File: src/rtl/chess_pkg.sv
// Shared piece codes, piece values, register map and FSM states
// for the move-generator / board evaluator family.
package chess_pkg;

  localparam logic signed [7:0] EMPTY    = 8'sd0;
  localparam logic signed [7:0] WPAWN0   = 8'sd1;
  localparam logic signed [7:0] WPAWN7   = 8'sd8;
  localparam logic signed [7:0] WROOK0   = 8'sd9;
  localparam logic signed [7:0] WKNIGHT0 = 8'sd19;
  localparam logic signed [7:0] WBISHOP0 = 8'sd29;
  localparam logic signed [7:0] WQUEEN   = 8'sd39;
  localparam logic signed [7:0] WKING    = 8'sd48;
  localparam logic signed [7:0] BPAWN0   = -8'sd1;
  localparam logic signed [7:0] BPAWN3   = -8'sd4;
  localparam logic signed [7:0] BPAWN7   = -8'sd8;
  localparam logic signed [7:0] BROOK0   = -8'sd9;
  localparam logic signed [7:0] BKNIGHT0 = -8'sd19;
  localparam logic signed [7:0] BBISHOP0 = -8'sd29;
  localparam logic signed [7:0] BQUEEN   = -8'sd39;
  localparam logic signed [7:0] BKING    = -8'sd48;

  // Upper bound of each piece class, on the code magnitude.
  localparam logic [8:0] PAWN_MAX   = 9'd8;
  localparam logic [8:0] ROOK_MAX   = 9'd18;
  localparam logic [8:0] KNIGHT_MAX = 9'd28;
  localparam logic [8:0] BISHOP_MAX = 9'd38;
  localparam logic [8:0] QUEEN_MAX  = 9'd47;
  localparam logic [8:0] KING_CODE  = 9'd48;

  localparam logic signed [31:0] PAWN_VAL   = 32'sd100;
  localparam logic signed [31:0] ROOK_VAL   = 32'sd500;
  localparam logic signed [31:0] KNIGHT_VAL = 32'sd300;
  localparam logic signed [31:0] BISHOP_VAL = 32'sd300;
  localparam logic signed [31:0] QUEEN_VAL  = 32'sd900;
  localparam logic signed [31:0] KING_VAL   = 32'sd20000;
  localparam logic signed [31:0] PST_STEP   = 32'sd5;

  localparam logic signed [31:0] BEST_MIN = 32'sh8000_0000;
  localparam logic signed [31:0] BEST_MAX = 32'sh7FFF_FFFF;

  localparam logic [3:0] REG_CTRL       = 4'd0;
  localparam logic [3:0] REG_BOARD_BASE = 4'd1;
  localparam logic [3:0] REG_SCORE_BASE = 4'd2;
  localparam logic [3:0] REG_COUNT      = 4'd3;
  localparam logic [3:0] REG_SIDE       = 4'd4;
  localparam logic [3:0] REG_BEST_IDX   = 4'd5;
  localparam logic [3:0] REG_BEST_SCORE = 4'd6;
  localparam logic [3:0] REG_STATUS     = 4'd7;

  typedef enum logic [2:0] {
    S_IDLE,
    S_RD_REQ,
    S_RD_WAIT,
    S_WR_SCORE,
    S_NEXT
  } state_t;

  function automatic logic [8:0] code_mag(input logic [7:0] c);
    logic [8:0] s;
    s = {c[7], c};
    return c[7] ? (9'd0 - s) : s;
  endfunction

endpackage

File: src/rtl/piece_value.sv
// Piece code to signed value map with out-of-range flag.
// BOARD_EVAL_PST_EN adds a pawn advancement bonus from rank y.
module piece_value
  import chess_pkg::*;
(
  input  logic [7:0]         code,
  input  logic [2:0]         y,
  output logic signed [31:0] value,
  output logic               bad
);

  logic [8:0]         mag;
  logic signed [31:0] mat;
  logic               pawn;

  assign mag = code_mag(code);

  always_comb begin
    mat  = '0;
    bad  = 1'b0;
    pawn = 1'b0;
    unique case (1'b1)
      (mag == 9'd0): mat = '0;
      (mag >= 9'd1 && mag <= PAWN_MAX): begin
        mat  = PAWN_VAL;
        pawn = 1'b1;
      end
      (mag > PAWN_MAX && mag <= ROOK_MAX):     mat = ROOK_VAL;
      (mag > ROOK_MAX && mag <= KNIGHT_MAX):   mat = KNIGHT_VAL;
      (mag > KNIGHT_MAX && mag <= BISHOP_MAX): mat = BISHOP_VAL;
      (mag > BISHOP_MAX && mag <= QUEEN_MAX):  mat = QUEEN_VAL;
      (mag == KING_CODE):                      mat = KING_VAL;
      default: bad = 1'b1;
    endcase
  end

`ifdef BOARD_EVAL_PST_EN
  logic signed [31:0] y32;
  logic signed [31:0] bonus;

  assign y32 = $signed({29'd0, y});

  // White pawns gain as they climb, black pawns as they descend.
  always_comb begin
    bonus = '0;
    if (pawn) begin
      if (code[7]) bonus = -(PST_STEP * (32'sd6 - y32));
      else         bonus = PST_STEP * (y32 - 32'sd1);
    end
  end

  assign value = (code[7] ? -mat : mat) + bonus;
`else
  logic unused_pst;
  assign unused_pst = ^{y, pawn};
  assign value = code[7] ? -mat : mat;
`endif

endmodule

File: src/rtl/board_eval.sv
// Reads candidate boards over Avalon-MM, writes one material score per board
// and tracks the best one. BOARD_EVAL_PST_EN enables the pawn bonus.
module board_eval
  import chess_pkg::*;
(
  input  logic        clk,
  input  logic        rst_n,
  output logic        slave_waitrequest,
  input  logic [3:0]  slave_address,
  input  logic        slave_read,
  input  logic        slave_write,
  output logic [31:0] slave_readdata,
  input  logic [31:0] slave_writedata,
  input  logic        master_waitrequest,
  output logic [31:0] master_address,
  output logic        master_read,
  output logic        master_write,
  input  logic [31:0] master_readdata,
  input  logic        master_readdatavalid,
  output logic [31:0] master_writedata
);

  state_t             state;
  logic [31:0]        board_base;
  logic [31:0]        score_base;
  logic [7:0]         board_cnt;
  logic               side;
  logic [31:0]        best_idx;
  logic signed [31:0] best_score;
  logic               bad_code;
  logic [31:0]        evaluated;
  logic [7:0]         board;
  logic [5:0]         sq;
  logic signed [31:0] acc;

  logic               busy;
  logic               start;
  logic               cfg_wr;
  logic [5:0]         nxt_sq;
  logic signed [31:0] pv;
  logic               pv_bad;
  logic signed [31:0] acc_nxt;
  logic               better;
  logic               unused_rd;

  assign busy    = (state != S_IDLE);
  assign start   = slave_write && (slave_address == REG_CTRL) && !busy;
  assign cfg_wr  = slave_write && !busy &&
                   (slave_address >= REG_BOARD_BASE) &&
                   (slave_address <= REG_SIDE);
  assign nxt_sq  = sq + 6'd1;
  assign acc_nxt = acc + pv;
  assign better  = side ? (acc < best_score) : (acc > best_score);
  assign unused_rd = ^master_readdata[31:8];

  piece_value u_piece_value (
    .code  (master_readdata[7:0]),
    .y     (sq[5:3]),
    .value (pv),
    .bad   (pv_bad)
  );

  // A control read stalls the host until the current run is finished.
  assign slave_waitrequest = slave_read && (slave_address == REG_CTRL) && busy;

  always_comb begin
    slave_readdata = '0;
    if (slave_read) begin
      case (slave_address)
        REG_CTRL:       slave_readdata = busy ? '0 : evaluated;
        REG_BOARD_BASE: slave_readdata = board_base;
        REG_SCORE_BASE: slave_readdata = score_base;
        REG_COUNT:      slave_readdata = {24'd0, board_cnt};
        REG_SIDE:       slave_readdata = {31'd0, side};
        REG_BEST_IDX:   slave_readdata = best_idx;
        REG_BEST_SCORE: slave_readdata = best_score;
        REG_STATUS:     slave_readdata = {30'd0, bad_code, busy};
        default:        slave_readdata = '0;
      endcase
    end
  end

  always_ff @(posedge clk or negedge rst_n) begin
    if (!rst_n) begin
      state            <= S_IDLE;
      board_base       <= '0;
      score_base       <= '0;
      board_cnt        <= '0;
      side             <= 1'b0;
      best_idx         <= '1;
      best_score       <= '0;
      bad_code         <= 1'b0;
      evaluated        <= '0;
      board            <= '0;
      sq               <= '0;
      acc              <= '0;
      master_address   <= '0;
      master_read      <= 1'b0;
      master_write     <= 1'b0;
      master_writedata <= '0;
    end else begin
      if (cfg_wr) begin
        case (slave_address)
          REG_BOARD_BASE: board_base <= slave_writedata;
          REG_SCORE_BASE: score_base <= slave_writedata;
          REG_COUNT:      board_cnt  <= slave_writedata[7:0];
          REG_SIDE:       side       <= slave_writedata[0];
          default: ;
        endcase
      end

      unique case (state)
        S_IDLE: begin
          if (start) begin
            bad_code   <= 1'b0;
            evaluated  <= '0;
            board      <= '0;
            sq         <= '0;
            acc        <= '0;
            best_idx   <= '1;
            best_score <= side ? BEST_MAX : BEST_MIN;
            if (board_cnt != 8'd0) begin
              state          <= S_RD_REQ;
              master_read    <= 1'b1;
              master_address <= board_base;
            end
          end
        end

        S_RD_REQ: begin
          if (!master_waitrequest) begin
            master_read <= 1'b0;
            state       <= S_RD_WAIT;
          end
        end

        S_RD_WAIT: begin
          if (master_readdatavalid) begin
            acc <= acc_nxt;
            if (pv_bad) bad_code <= 1'b1;
            if (sq == 6'd63) begin
              state            <= S_WR_SCORE;
              master_write     <= 1'b1;
              master_address   <= score_base + {22'd0, board, 2'b00};
              master_writedata <= acc_nxt;
            end else begin
              sq             <= nxt_sq;
              state          <= S_RD_REQ;
              master_read    <= 1'b1;
              master_address <= board_base + {16'd0, board, nxt_sq, 2'b00};
            end
          end
        end

        S_WR_SCORE: begin
          if (!master_waitrequest) begin
            master_write <= 1'b0;
            evaluated    <= evaluated + 32'd1;
            board        <= board + 8'd1;
            state        <= S_NEXT;
            // Strict compare: on a tie the earlier board stays best.
            if (better) begin
              best_score <= acc;
              best_idx   <= {24'd0, board};
            end
          end
        end

        S_NEXT: begin
          if (board < board_cnt) begin
            sq             <= '0;
            acc            <= '0;
            state          <= S_RD_REQ;
            master_read    <= 1'b1;
            master_address <= board_base + {16'd0, board, 8'd0};
          end else begin
            state <= S_IDLE;
          end
        end

        default: state <= S_IDLE;
      endcase
    end
  end

endmodule

File: config.mk
export PLATFORM = sky130hd
export DESIGN_NAME = board_eval
export DESIGN_NICKNAME = d
export VERILOG_FILES = /design/src/rtl/chess_pkg.sv /design/src/rtl/piece_value.sv /design/src/rtl/board_eval.sv
export SDC_FILE = /design/constraint.sdc
export NUM_CORES = 1
export LEC_CHECK = 0
export ABC_AREA = 1
export ABC_CLOCK_PERIOD_IN_PS = 4900
export CORE_MARGIN = 3
export CORE_UTILIZATION = 50
export DETAILED_ROUTE_END_ITERATION = 16
export PLACE_DENSITY = 0.83
export SLEW_MARGIN = 20
export SYNTH_ARGS = -nofsm -noshare
export SYNTH_HDL_FRONTEND = slang
export SYNTH_SLANG_ARGS = --single-unit
File: constraint.sdc
create_clock -name clk -period 4.9 [get_ports clk]
set_clock_uncertainty 0.1 [all_clocks]
set_input_delay 0.98 -clock clk [delete_from_list [all_inputs] [get_ports clk]]
set_output_delay 0.98 -clock clk [all_outputs]
set_load 0.02 [all_outputs]
==> flow_metrics.env <==
export IMPL_post_route_period_util=0.971
export IMPL_grt_start_max_net_pins=103
export IMPL_std_cell_rows=69
export IMPL_path_clk_slew_ps=60
export IMPL_path_class="in -> out"
export IMPL_total_leakage_power_nw=10.7
export IMPL_dr_pass1_iters=6
export IMPL_yosys_most_used_dff="dfrtp_1"
export IMPL_drtIter0Drc=1920
export IMPL_netlist_area_leader_share=0.341
export IMPL_post_synthesis_cell_area_um2=18200
export IMPL_postSynthAreaPerCell_um2=6.99
export IMPL_slew_headroom=0.290
export IMPL_finalSetupTns_ps=0
export IMPL_globalRouteOverflowTotal=0
export IMPL_post_route_cells_drive_above_1_share=0.121
export IMPL_grt_pass1_wl_mm=101
export IMPL_tritoncts_clock_tree="built"
export IMPL_design_core_area_um2=35700
export IMPL_final_number_of_max_transition_violations=0
export IMPL_die_height_um=197
export IMPL_yosys_top_cells_area="dfrtp_1 (34%), nand2_1 (13%), inv_1 (7.1%)"
export IMPL_filler_cell_count=3175
export IMPL_fmax_ghz=0.210
export IMPL_outcome="complete, no violations"
export IMPL_cpMaxStageDelayCell="clkdlybuf4s50_1"
export IMPL_ctsLongestPathBuffers=3
export IMPL_antenna_violations_before_repair=0
export IMPL_clock_sink_count=257
export IMPL_most_common_layout_cells="nand2_1 (623), inv_1 (341), dfrtp_1 (248)"
export IMPL_finalCriticalPeriod_ps=4760
export IMPL_final_hold_viols=0
export IMPL_finalNonFillerCells=3356
export IMPL_htreeDepth=1
export IMPL_io_pin_count=173
export IMPL_vias_per_cell=5.81
export IMPL_crit_required_ps=3820
export IMPL_async_sr_flop_fraction=1.00
export IMPL_cts_buffers=30
export IMPL_first_global_vias=19200
export IMPL_cap_violations=0
export IMPL_die_w_um=197
export IMPL_synth_largest_area_cell="dfrtp_1"
export IMPL_worst_slew_pin_transition_ps=1060
export IMPL_num_vias=19500
export IMPL_drt_drc_violations_left=0
export IMPL_insertion_delay_of_the_later_clocked_pin_in_the_worst_skew_pair_ps=580
export IMPL_power_density_nw_per_um2=514
export IMPL_place_port_buffers=146
export IMPL_drt_wl_total_mm=64.8
export IMPL_placedCellCount=3293
export IMPL_areaGrowthSynthToFinish_pct=24.5
export IMPL_antenna_violating_nets_post_route=0
export IMPL_ys_seq_elements=257
export IMPL_vdd_drop_max_mv=0.324
export IMPL_cp_data_arrival_time_ps=3680
export IMPL_synth_seq_area_share=0.354
export IMPL_gp_congestion=0.973
export IMPL_floorplan_die_area_um2=38700
export IMPL_yosysWarnings=0
export IMPL_clock_tree_root_buffer_cell="clkbuf_16"
export IMPL_min_delay_path_class="in -> async"
export IMPL_critical_path_max_stage_delay_ps=570
export IMPL_critical_path_cell_chain="clkdlybuf4s50_1 -> inv_2 -> nand2_1 -> inv_1 -> nand2_1 -> clkinv_1 -> buf_12 -> a221oi_1 -> a21oi_1 -> clkdlybuf4s50_1"
export IMPL_worst_path_max_fanout=18
export IMPL_startpoint_type="input port"
export IMPL_hpwlAfterDp_mm=49.7
export IMPL_detail_route_wl_per_cell_um=19.3
export IMPL_final_nets=3046
export IMPL_n_antenna_cell=0
export IMPL_initial_core_util=0.509
export IMPL_final_setup_viol_count=0
export IMPL_netlist_cell_type_count=60
export IMPL_gr_usage_all_layers=0.326
export IMPL_netlist_instances=2602
export IMPL_worst_setup_path_end_kind="output port"
export IMPL_synth_edff_count=0
export IMPL_final_common_cell="nand2_1"
-- what timing repair did --
action / 4_1_cts / 5_1_grt
gates resized for setup: 9 / 58
buffers inserted: 0 / 7
hold buffers: 0 / 0
setup endpoints to repair: 20 / 44
pin swaps: 0 / 29
-- report_power, final --
part / total (mW) / switching (mW) / internal, mW
combinational: 5.52 / 3.39 / 2.13
clock: 2.60 / 0.984 / 1.61
sequential: 3.52 / 0.706 / 2.81
-- Yosys cell counts (9+ instances only) --
cell,n
o21ai_0,234
a221oi_1,26
a31oi_1,19
xnor2_1,12
nand3_1,182
clkbuf_1,63
xor2_1,34
dfrtp_1,248
nand2_1,630
ha_1,97
nor3_1,41
a21oi_1,181
o22ai_1,46
nor4_1,20
buf_2,19
inv_1,343
o211ai_1,14
dfstp_2,9
nand4_1,29
o21a_1,9
inv_2,12
o21ai_1,17
nor2_1,208
-- worst max-delay path: cells and delay by family --
| kind | cells | cell delay [ps] |
|---|---|---|
| AO/OA/AOI/OAI | 2 | 640 |
| buffers and inverters | 6 | 1810 |
| AND/OR/NAND/NOR | 2 | 240 |
-- routing by layer --
layer	share of wire	global-route usage	vias up
met5	0	0	-
met4	0.048	0.134	0
met3	0.078	0.0422	191
met2	0.48	0.567	957
met1	0.40	0.413	9148
li1	-	-	9196
-- cell families after synthesis --
group                    Yosys count  share of synthesized area
AND/OR/NAND/NOR                 1155                      0.273
XOR/XNOR                          46                     0.0222
adder cells (fa/ha/maj)          101                     0.0711
AO/OA/AOI/OAI                    591                      0.183
flip-flops                       257                      0.354
other                              1                   0.000206
buffers and inverters            451                     0.0957
-- state kept, by name, summed over array words and instances (netlist names) --
register and cells:
board_cnt 8, sq 6, master_write 1, master_read 1, master_writedata 30, best_score 31, score_base 32, side 1
master_address 32, evaluated 32, board_base 32, acc 30, board 8, state 3, best_idx 9, bad_code 1
-- layout make-up --
| cell class | count | area, um^2 | share of cell area |
|---|---|---|---|
| clock buffer | 34 | 807 | 0.0356 |
| clock inverter | 22 | 343 | 0.0151 |
| timing repair buffer | 326 | 2870 | 0.127 |
| multi-input combinational | 1895 | 10200 | 0.453 |
| tap | 461 | 577 | 0.0255 |
| sequential | 257 | 6440 | 0.285 |
| inverter | 361 | 1360 | 0.0599 |
-- final timing paths --
kind	startpoint	endpoint	slack, ps	depth (start not counted)
worst max-delay path	slave_address[3]	slave_readdata[18]	140	10
worst min-delay path	rst_n	master_address[6]	330	1
worst max register to register	state[2]	master_address[5]	1140	10
worst min register to register	master_address[20]	master_address[20]	380	2
max in group asynchronous	rst_n	best_idx[2]	3300	2
min in group clk	master_address[20]	master_address[20]	380	2
-- stage by stage --
stage	utilization	area, um^2	hold slack, ps	power, mW	setup WS [ps]
finish	0.633	22600	329	11.6	143
global route	0.633	22600	380	12.4	-108
CTS	0.626	22400	376	11.5	-3.59
detailed placement	0.593	21200	365	8.81	-707
global placement	0.593	21200	361	8.62	-499
floorplan	-	18200	341	6.58	144
Note: power is estimated with default switching activity, not from simulation.
